--- config.mk ---
export PLATFORM = sky130hd
export DESIGN_NAME = mem_arbiter_rr
export DESIGN_NICKNAME = d
export VERILOG_FILES = /design/src/rtl/mem_arbiter_rr.sv
export SDC_FILE = /design/constraint.sdc
export NUM_CORES = 1
export LEC_CHECK = 0
export CAP_MARGIN = 0
export CORE_ASPECT_RATIO = 0.9
export CORE_MARGIN = 2
export CORE_UTILIZATION = 40
export CTS_BUF_LIST = sky130_fd_sc_hd__clkbuf_8
export DETAILED_ROUTE_END_ITERATION = 6
export GPL_TIMING_DRIVEN = 1
export PLACE_DENSITY = 0.83
export SLEW_MARGIN = 30
export SYNTH_ARGS = -nofsm -noshare
export SYNTH_HDL_FRONTEND = slang
export SYNTH_SLANG_ARGS = --single-unit
--- constraint.sdc ---
create_clock -name clk -period 1.7 [get_ports clk]
set_input_delay 0.425 -clock clk [delete_from_list [all_inputs] [get_ports clk]]
set_output_delay 0.425 -clock clk [all_outputs]
set_load 0.05 [all_outputs]
--- src/rtl/mem_arbiter_rr.sv ---
// Round-robin arbiter giving N clients read/write access to one sync RAM.
// One transaction at a time: grant, issue, optional read wait, done pulse.
module mem_arbiter_rr #(
  parameter int N_CLIENTS = 3,
  parameter int AW        = 8,
  parameter int DW        = 8,
  parameter int RD_LAT    = 2
) (
  input  logic                          clk,
  input  logic                          reset,
  input  logic [N_CLIENTS-1:0]          req,
  input  logic [N_CLIENTS-1:0]          wr,
  input  logic [N_CLIENTS*AW-1:0]       addr,
  input  logic [N_CLIENTS*DW-1:0]       wdata,
  output logic [DW-1:0]                 rdata,
  output logic [N_CLIENTS-1:0]          done,
  output logic [$clog2(N_CLIENTS)-1:0]  grant_id,
  output logic                          busy,
  output logic [AW-1:0]                 mem_addr,
  output logic [DW-1:0]                 mem_wdata,
  output logic                          mem_wren,
  input  logic [DW-1:0]                 mem_q
);

  localparam int IW = $clog2(N_CLIENTS);
  localparam int CW = $clog2(RD_LAT + 1);

  typedef enum logic [1:0] {
    IDLE,
    ISSUE,
    WAIT,
    DONE
  } state_t;

  state_t          state;
  logic [IW-1:0]   last_ptr;
  logic [CW-1:0]   wait_cnt;
  logic            wr_lat;

  logic            hi_found;
  logic [IW-1:0]   hi_pick;
  logic [IW-1:0]   lo_pick;
  logic [IW-1:0]   pick;
  logic            sel_wr;
  logic [AW-1:0]   sel_addr;
  logic [DW-1:0]   sel_wdata;
  logic [N_CLIENTS-1:0] grant_oh;

  // Lowest requester above last_ptr wins; otherwise wrap to the lowest one.
  always_comb begin
    hi_found = 1'b0;
    hi_pick  = '0;
    lo_pick  = '0;
    for (int i = N_CLIENTS - 1; i >= 0; i--) begin
      if (req[i]) begin
        if (IW'(i) > last_ptr) begin
          hi_found = 1'b1;
          hi_pick  = IW'(i);
        end else begin
          lo_pick  = IW'(i);
        end
      end
    end
    pick = hi_found ? hi_pick : lo_pick;
  end

  always_comb begin
    sel_wr    = 1'b0;
    sel_addr  = '0;
    sel_wdata = '0;
    for (int i = 0; i < N_CLIENTS; i++) begin
      if (IW'(i) == pick) begin
        sel_wr    = wr[i];
        sel_addr  = addr[i*AW +: AW];
        sel_wdata = wdata[i*DW +: DW];
      end
    end
  end

  always_comb begin
    grant_oh = '0;
    for (int i = 0; i < N_CLIENTS; i++) begin
      grant_oh[i] = (IW'(i) == grant_id);
    end
  end

  always_ff @(posedge clk) begin
    if (reset) begin
      state     <= IDLE;
      last_ptr  <= IW'(N_CLIENTS - 1);
      wait_cnt  <= '0;
      wr_lat    <= 1'b0;
      grant_id  <= '0;
      mem_addr  <= '0;
      mem_wdata <= '0;
      mem_wren  <= 1'b0;
      rdata     <= '0;
      done      <= '0;
      busy      <= 1'b0;
    end else begin
      done <= '0;
      unique case (state)
        IDLE: begin
          if (|req) begin
            grant_id  <= pick;
            wr_lat    <= sel_wr;
            mem_addr  <= sel_addr;
            mem_wdata <= sel_wdata;
            mem_wren  <= sel_wr;
            busy      <= 1'b1;
            state     <= ISSUE;
          end
        end
        ISSUE: begin
          mem_wren <= 1'b0;
          wait_cnt <= '0;
          if (wr_lat) begin
            done  <= grant_oh;
            state <= DONE;
          end else begin
            state <= WAIT;
          end
        end
        WAIT: begin
          if (wait_cnt == CW'(RD_LAT - 1)) begin
            rdata <= mem_q;
            done  <= grant_oh;
            state <= DONE;
          end else begin
            wait_cnt <= wait_cnt + CW'(1);
          end
        end
        DONE: begin
          last_ptr <= grant_id;
          busy     <= 1'b0;
          state    <= IDLE;
        end
        default: state <= IDLE;
      endcase
    end
  end

endmodule

* Word-level counts from Yosys, hierarchy flattened
Index checks and enable logic that the tools add are counted.
Storage, ports and cells: output and inout bits 31, word-level logic and storage cells 80, input bits 64, flip-flop bits (word level) 38
Operators by class: magnitude comparators 3, muxes and demuxes 41, $add $sub $neg 1, reduce and logical (&&, ||, !) cells 13, equal/unequal tests 11
Operators with widths (count):
- $mux 8 | 6
- $mux 2 | 16
- $mux 1 | 12
- $reduce_and 2->1 | 6
- $pmux 2 s4 | 1
- $logic_not 2->1 | 3
- $mux 3 | 2
- $ne 2x2->1 const B | 3
- $pmux 3 s2 | 1
- $reduce_bool 2->1 | 3
- $eq 1x2->1 const A | 2
- $eq 2x1->1 const B | 2
- $eq 2x2->1 const A | 2
- $eq 2x2->1 const B | 2
- $gt 1x2->1 const A | 2
- $pmux 1 s2 | 2
- $pmux 2 s2 | 1
- $reduce_or 3->1 | 1
- $add 2x1->2 const B | 1
- $gt 2x2->1 const A | 1

* Logic depth before layout (Yosys ltp)
depth after elaboration 14, mapped depth 7, mapped depth without buffers 6

* Worst setup path after synthesis
OpenSTA, ideal clock, no wires.
kind input port to flip-flop, start point in req[0], end point reg mem_addr[0], arrival 1.447 ns, cell stages on the path 6, setup time 0.118 ns, path buffers 2, data required time 1.582 ns, path slack 0.135 ns, cells stage by stage buf_2 o31ai_2 nor2_1 buf_2 o21ai_1 o21ai_1
On the way: longest elaborated chain between the ends 6, elaborated cells on any way between the ends 12, those cells by class eq/ne: 2; mux: 7; reduce/logical: 3
Ends and longest elaborated chain:
- start, declared | RTL line 11 | input logic [N_CLIENTS-1:0] req,
- $mux 2 / $mux 1 (equally long branches) | RTL line 55 | if (req[i]) begin
- $mux 2 | RTL line 64 | pick = hi_found ? hi_pick : lo_pick;
- $logic_not 2->1 | RTL line 72 | if (IW'(i) == pick) begin
- $mux 8 (3 in series) | RTL line 72
- end signal, assigned | RTL line 107 | mem_addr <= sel_addr;
- end, declared | RTL line 19 | output logic [AW-1:0] mem_addr,
Parallel ways exist; a longest one is shown, timed or not. A chain may end at the register's enable or synchronous reset.

* Worst setup path after layout
start point reg state[0], end point reg state[0]
On the way: longest elaborated chain between the ends 3, elaborated cells on any way between the ends 8, those cells by class eq/ne: 5; mux: 1; reduce/logical: 2
Ends and longest elaborated chain:
- start, declared | RTL line 35 | state_t state;
- start signal, assigned | RTL line 89 | state <= IDLE;
- start signal, assigned | RTL line 111 | state <= ISSUE;
- start signal, assigned | RTL line 119 | state <= DONE;
- $eq 2x2->1 / $logic_not 2->1 (equally long branches) | RTL line 102 | unique case (state)
- $ne 2x2->1 (no line)
- $reduce_and 2->1 (no line)
Parallel ways exist; a longest one is shown, timed or not.

==> metrics <==
Clock Latency Late Sink=0.30 ns; CP Buf/Inv Count=2; storage element area=761 µm²; Comb pwr share=0.482; GR peak layer=met2; leak pwr=about 1.2 nW; hold_ws=0.454 ns; detailed-placement wirelength estimate=3.81 mm; switching part of the total=0.401; Tot Pwr=4.18 mW; Synth Area in XOR/XNOR=0; CP Class=reg -> reg; met3 GRT Util=0.0579; minimum clock period=1.54 ns; wire per inst=13.9 µm; GPL Wtd Cong=~0.78; maximum VDD drop=between 0.0008 and 0.0009 V; post-synth top area cell=dfxtp_1; die height=65.9 µm; post-synthesis simple-gate area fraction=0.171; CTS sink cnt=38; maxcap violations=0; n_diodes=0; clk slew on worst S/H paths=0.08 ns; mux contribution to synthesized area=0.0118; via count=1851; DRC Markers=0; num rows=22; hold_buf cts=0; cell with the most instances after synthesis=nand2_1; P_int=around 2.5 mW; CTS Root Cell=clkbuf_8; first-pass GRT wire length=8.05 mm; Slew HR=0.777; Initial Util=0.418; multi-input logic area=891 µm²; vias in the first global route=1693; Starting DRT DRC Count=94; number of synthesis warnings=0; synthesis-to-finish area growth=75.1%; Fillers=between 200 and 300; Peak Freq=648 MHz; cell area power density=1400 mW/mm²; Worst EP arrival=1.76 ns; met1 Use GR=0.294; Setup Fix Bufs, Post-CTS=0; Least-Margin Pin Slew=around 0.33 ns; Core ar.=0.00407 mm²; largest net degree at the start of global routing=23; dominant combinational cell family by area after synthesis=compound AO/OA/AOI/OAI gates; input/output buffers=94; Bufs on Longest Clock Path=2; CP peak stage delay=~0.35 ns; share of cells above drive strength 1=0.224; Synth cell types=36; drt pass-1 iters=4; status=completed; vias per cell=roughly 5.0; switching pwr=1.68 mW; mapped cell area=~0.0017 mm²; die width=72.8 µm; CP endpoint kind=register; register area share after synthesis=0.447; CP Cell Sequence=inv_1 > buf_4 > ha_1 > nor2b_1 > a21oi_2 > o21ai_1 > a221oi_1; largest cells by area after synthesis=dfxtp_1 45%, nand2_1 8.8%, o21ai_1 7.6%; Compound-Gate Fraction of Synth Area=0.278; RSZ-0062 raised after global routing=false; post-synthesis average cell area=~8.3 µm²; async set or reset register ratio after synthesis=0; gr ovfl total=0; met2 usage=0.343; Hold Path Class=reg -> reg; CTS Buf Count=5; Die Area=roughly 0.0048 mm²; synthesized net count=276; post-synth top area share=0.447; slowest CP cell=dfxtp_1; CP required=1.91 ns; gr usage total=0.221; worst-path maximum fanout=4; Synth Register Bits=38; most frequent cells after synthesis=40 x nand2_1, 38 x dfxtp_1, 26 x o21ai_1; num ports=between 90 and 100; Critical Path Start Type=register; nets=between 300 and 400; period utilization=0.908; Max Slew Vio Count=0; sequential share of power=0.297; WL final=approximately 5.1 mm; H-tree levels=2; post-layout util=0.732; TritonCTS clock tree=done; final hold vios=0; Routed Antenna Nets=0; clk_skew=0.00597 ns; delay-heaviest family, CP=compound AO/OA/AOI/OAI gates; Adder-Cell Fraction of Synth Area=0.0441; Post-Synthesis Cells=206; Final Setup Violations=0; Top FF cell, synth=dfxtp_1; number of synthesized flops with an enable pin=0; initial antenna violation count=0; Clk network pwr share=0.221
cell usage in the layout, fill, tap and decap left out, types with 6 or more instances in the layout:
| cell | n |
|---|---|
| inv_1 | 7 |
| nand2_1 | 40 |
| a21oi_1 | 11 |
| dfxtp_1 | 38 |
| o21ai_1 | 26 |
| o22ai_1 | 16 |
| buf_4 | 45 |
| nor2_1 | 6 |
| ha_1 | 6 |
| o21ai_0 | 7 |
| clkdlybuf4s50_1 | 60 |
registers in the layout (all words and copies together) (netlist names), 2 cells and up:
signal	cells
done	3
grant_id	2
last_ptr	2
mem_addr	8
mem_wdata	8
rdata	8
state	2
wait_cnt	2
cell type report:
type	count	share of cell area
repair buffers	117	0.370
multi-input cells	150	0.299
flip-flops and latches	38	0.255
clock buffers	5	0.0231
well taps	48	0.0201
inverters	8	0.0101
clock inverters	3	0.0231
metal layers:
| metal | up-vias | share of wire |
|---|---|---|
| met2 | 63 | 0.46 |
| met4 | 0 | 0.017 |
| met5 | - | 0 |
| li1 | 963 | - |
| met1 | 817 | 0.47 |
| met3 | 8 | 0.056 |
per-stage QoR:
stage / TNS (ns) / setup slack (ns) / instance area, µm² / instances
2_1_floorplan: 0 / 0.135 / 1700 / 206
3_3_place_gp: -8.32 / -0.458 / 2790 / 360
5_1_grt: 0 / 0.0191 / 2980 / 369
6_report: 0 / 0.156 / 2980 / 369
3_5_place_dp: -9.58 / -0.531 / 2790 / 360
4_1_cts: 0 / 0.00971 / 2940 / 368
power by group through the flow:
stage / Sequential [mW] / Combinational (mW) / Clock, mW
global route: 1.27 / 2.14 / 0.985
detailed placement: 1.26 / 1.96 / 0
global placement: 1.25 / 1.92 / 0
floorplan: 1.84 / 0.586 / 0
CTS: 1.24 / 1.98 / 0.947
finish: 1.24 / 2.01 / 0.924
worst paths after layout:
check,start,end,slack [ns],cells after the start
setup / recovery,state[0],state[0],0.16,7
hold / removal,mem_wdata[1],mem_wdata[1],0.45,2
setup reg to reg,state[0],state[0],0.16,7
hold reg to reg,mem_wdata[1],mem_wdata[1],0.45,2
logic make-up (layout without fill, tap and decap cells):
logic type / Yosys count / in the layout
flip-flops: 38 / 38
AND/OR/NAND/NOR: 65 / 65
AO/OA/AOI/OAI: 77 / 77
buffers and inverters: 18 / 133
multiplexers: 2 / 2
adder cells (fa/ha/maj): 6 / 6
worst min-delay path: cells and delay by family, from the launching register on:
kind	cells	cell delay, ns
flops	1	0.31
compound gates	1	0.05
simple gates	1	0.05
what timing repair did:
action | in CTS | in global routing
pin swaps | 3 | 1
cloned | 0 | 1
resized for setup | 4 | 9
setup endpoints to repair | 17 | 18
Power figures use the tool's default switching activity.
